===== src/rtl/wb_regfile.sv =====
// Writeback stage + 4-entry register file: selects the WB value, commits it, tracks WWD output, retired count and sticky halt.
// Read ports and WB bus are combinational with write-through bypass; committed state updates one edge later; no backpressure.
module wb_regfile #(
    parameter int WORD_SIZE = 16,
    parameter int NUM_REGS  = 4
) (
    input  logic                 clk,
    input  logic                 reset,
    input  logic                 valid_in,
    input  logic [WORD_SIZE-1:0] MemData_in,
    input  logic [WORD_SIZE-1:0] ALU_Result_in,
    input  logic [1:0]           rd_in,
    input  logic                 MemtoReg_in,
    input  logic                 RegWrite_in,
    input  logic                 is_wwd_in,
    input  logic                 is_done_in,
    input  logic [1:0]           rs1_addr,
    input  logic [1:0]           rs2_addr,
    output logic [WORD_SIZE-1:0] rs1_data,
    output logic [WORD_SIZE-1:0] rs2_data,
    output logic [WORD_SIZE-1:0] wb_data,
    output logic [1:0]           wb_rd,
    output logic                 wb_en,
    output logic [WORD_SIZE-1:0] output_port,
    output logic [WORD_SIZE-1:0] num_inst,
    output logic                 is_halted
);

    localparam logic [0:0] ST_RUN    = 1'b0;
    localparam logic [0:0] ST_HALTED = 1'b1;

    logic [0:0]           state_q, state_d;
    logic [WORD_SIZE-1:0] regs_q [NUM_REGS];
    logic [WORD_SIZE-1:0] regs_d [NUM_REGS];
    logic [WORD_SIZE-1:0] out_port_q, out_port_d;
    logic [WORD_SIZE-1:0] num_inst_q, num_inst_d;
    logic                 commit;

    assign is_halted = (state_q == ST_HALTED);
    assign commit    = valid_in & ~is_halted;

    assign wb_data = MemtoReg_in ? MemData_in : ALU_Result_in;
    assign wb_rd   = rd_in;
    assign wb_en   = commit & RegWrite_in;

    // Write-through so decode sees this cycle's writeback without a stall
    assign rs1_data = (wb_en && rs1_addr == rd_in) ? wb_data : regs_q[rs1_addr];
    assign rs2_data = (wb_en && rs2_addr == rd_in) ? wb_data : regs_q[rs2_addr];

    assign output_port = out_port_q;
    assign num_inst    = num_inst_q;

    always_comb begin
        state_d    = state_q;
        regs_d     = regs_q;
        out_port_d = out_port_q;
        num_inst_d = num_inst_q;
        if (commit) begin
            if (RegWrite_in) begin
                regs_d[rd_in] = wb_data;
            end
            if (is_wwd_in) begin
                out_port_d = ALU_Result_in;
            end
            num_inst_d = num_inst_q + {{(WORD_SIZE-1){1'b0}}, 1'b1};
            if (is_done_in) begin
                state_d = ST_HALTED;
            end
        end
    end

    always_ff @(posedge clk) begin
        if (reset) begin
            state_q    <= ST_RUN;
            out_port_q <= '0;
            num_inst_q <= '0;
            for (int i = 0; i < NUM_REGS; i++) begin
                regs_q[i] <= '0;
            end
        end else begin
            state_q    <= state_d;
            out_port_q <= out_port_d;
            num_inst_q <= num_inst_d;
            regs_q     <= regs_d;
        end
    end

endmodule


===== config.mk =====
export PLATFORM = sky130hd
export DESIGN_NAME = wb_regfile
export DESIGN_NICKNAME = d
export VERILOG_FILES = /design/src/rtl/wb_regfile.sv
export SDC_FILE = /design/constraint.sdc
export NUM_CORES = 1
export LEC_CHECK = 0
export ABC_AREA = 1
export CAP_MARGIN = 20
export CORE_MARGIN = 2
export CORE_UTILIZATION = 35
export DETAILED_ROUTE_END_ITERATION = 10
export GPL_TIMING_DRIVEN = 0
export RECOVER_POWER = 25
export SKIP_CTS_REPAIR_TIMING = 1
export SYNTH_ARGS = -nofsm -noshare
export SYNTH_HDL_FRONTEND = slang
export SYNTH_SLANG_ARGS = --single-unit

===== constraint.sdc =====
create_clock -name clk -period 1.6 [get_ports clk]
set_input_delay 0.24 -clock clk [delete_from_list [all_inputs] [get_ports clk]]
set_output_delay 0.24 -clock clk [all_outputs]
set_load 0.01 [all_outputs]

==> impl_metrics.json <==
{
  "status": "finished, violations left",
  "violations": "setup timing",
  "critPathCaptureType": "primary output",
  "drv_cap": 0,
  "final_common_cell": "o21ai_0",
  "final_cells": 1136,
  "crit_family": "buffers and inverters",
  "io_buffer_count": 123,
  "cp-endpoint": "rs2_data[15]",
  "syn_nets": 857,
  "grt_max_degree": 15,
  "mostFrequentLayoutCells": "142 x o21ai_0, 115 x nand2_1, 114 x nor2_1",
  "r2r-start": "is_halted",
  "critPathMaxStageDelay_ns": 0.34,
  "path_depth": 7,
  "die_area_um2": 15900,
  "vias": 5909,
  "path_buf_inv": 2,
  "synthDistinctLibCells": 30,
  "skew_ns": 0.00541,
  "wl_per_cell_um": 17.7,
  "critPathRequiredTime_ns": 1.36,
  "numCtsBuffers": 9,
  "synth-warning-count": 0,
  "dp.cells": 1118,
  "synth_top_area_share": 0.373,
  "post-place-ws_ns": -1.08,
  "cts_tree": "built",
  "layout_worst_path_cycle_share": 1.19,
  "clock_latency_ns": 0.36,
  "drive_gt1_frac": 0.144,
  "clk_path_buf_depth": 2,
  "gp_congestion": 0.885,
  "drv_slew": 0,
  "synth_area_leaders": "dfxtp_1 37%, o21ai_0 14%, a21oi_1 9.0%",
  "p_leak_nw": 3.10,
  "max_freq_mhz": 523,
  "n_antenna_cell": 0,
  "netlist.top_cell.by_area": "dfxtp_1",
  "rows": 44,
  "setup.worst_path.start": "is_halted",
  "first_pass_iters": 5,
  "syn-cell-area_um2": 5210,
  "fin_setup_tns_ns": -8.25,
  "cts_root_buffer": "clkbuf_16",
  "powerDensity_nw_per_um2": 837,
  "drtIter0Drc": 431,
  "rsz0062_at_grt": "yes",
  "holdWs_ns": 0.230,
  "grt_pass1_vias": 5349,
  "dieHeight_um": 126,
  "antenna_found_initial": 0,
  "ioPinCount": 129,
  "grt_pass1_wl_um": 29900,
  "p_total_mw": 6.01,
  "path_class": "flop to primary output",
  "synth_seq_cells": 97,
  "syn_to_final_growth_pct": 38.0,
  "cp.arrival_ns": 1.67,
  "r2r_setup_slack_ns": 0.12,
  "fin_nets": 993,
  "htree_levels": 3,
  "max_slew_margin": 0.617,
  "slowest_stage": "dfxtp_2",
  "clk_pin_slew_worst_paths_ns": 0.06,
  "setup_slack_ns": -0.310,
  "worst_setup_path_start_kind": "flop",
  "worstMarginPinSlew_ns": 0.575,
  "initial_core_util": 0.359,
  "clock_sinks": 97,
  "hp-class": "input port to flop",
  "synthCells": 811,
  "drc": 0,
  "final-hold-violation-count": 0,
  "core_area_um2": 14500,
  "grt-ovfl-total": 0,
  "reg2reg_to": "regs_q[12]",
  "syn_area_per_cell_um2": 6.43,
  "path_cells": "nor2_4 -> nand2_4 -> a21oi_2 -> nand2_2 -> buf_6 -> o21ai_2 -> dlymetal6s2s_1",
  "die_x_um": 126,
  "fin_crit_ns": 1.91,
  "r2r_cells": 8,
  "synth_seq_area_share": 0.373,
  "critPathMaxFanout": 10,
  "vdd_drop_max_mv": 0.564,
  "gr-usage-all-layers": 0.244,
  "routed_via_density": 5.20,
  "dp_hpwl_um": 14000,
  "wl_um": 20100,
  "setup_viol": 32,
  "final_antenna_net_count": 0
}
Yosys cell counts:
cell type and n:
o21bai_1 1, clkinv_1 1, buf_1 1, nand3_4 1
inv_2 7, xor2_1 1, nand4_1 3, buf_2 26
nand2_1 119, ha_1 1, o21ai_1 35, dfxtp_1 97
buf_4 6, o21a_1 13, nor2_8 1, nor2_1 116
xnor2_1 2, o211ai_1 2, o22ai_1 1, nand3b_1 1
clkbuf_1 22, nand3_1 27, nand3_2 2, a21oi_1 94
inv_1 81, nor3_1 3, nor2_2 2, o21ai_0 143
a211oi_1 1, nand2_4 1
worst register-to-register path, stage by stage (launching register included):
cell and delay (ns):
dfxtp_2 0.34, inv_1 0.10, nand2_4 0.11, nor2_8 0.15, nand3_4 0.15, inv_2 0.19
buf_4 0.23, nor2_1 0.06, nor2_1 0.10
per-layer routing:
layer | GRT usage | vias up | wire, um
li1 | - | 2937 | -
met1 | 0.333 | 2689 | 9170
met2 | 0.380 | 254 | 8970
met3 | 0.0535 | 29 | 1560
met4 | 0.0879 | 0 | 420
met5 | 0 | - | 0
report_power, final:
part           internal, mW  switching (mW)  total (mW)
logic                 0.515           0.740        1.26
registers              2.49          0.0475        2.54
clock network          1.23           0.991        2.22
worst min-delay path by stage:
stage / from / end / slack (ns) / cells past startpoint
finish: valid_in / is_halted / 0.23 / 3
global route: valid_in / is_halted / 0.23 / 3
CTS: is_wwd_in / output_port[0] / 0.29 / 3
detailed placement: regs_q[61] / regs_q[61] / 0.45 / 2
global placement: regs_q[60] / regs_q[60] / 0.45 / 2
floorplan: valid_in / is_halted / 0.38 / 2
cells by family after synthesis:
kind of cell    after synthesis  share of synthesized area
compound gates              290                      0.287
simple gates                276                      0.219
buf+inv                     144                      0.114
flops                        97                      0.373
xor+xnor                      3                    0.00504
fa+ha+maj                     1                    0.00240
stage by stage:
| stage | utilization | cell area, um2 |
|---|---|---|
| 2_1_floorplan | - | 5210 |
| 3_5_place_dp | 0.459 | 6670 |
| 4_1_cts | 0.479 | 6970 |
| 6_report | 0.495 | 7190 |
| 5_1_grt | 0.495 | 7190 |
| 3_3_place_gp | 0.459 | 6670 |
state kept, by name (all words and copies together) (netlist names):
signal and flops:
is_halted 1, output_port 16, num_inst 16, regs_q 64
final cells by class:
type                    count  area (um2)
clock buffers              15         288
plain buffers              55         334
clock inverters             1        7.51
repair buffers            125        1180
well taps                 184         230
flip-flops and latches     97        1950
multi-input cells         570        2860
fillers                  1576        7340
inverters                  89         338
No activity file was read; power rests on OpenSTA's default activity.
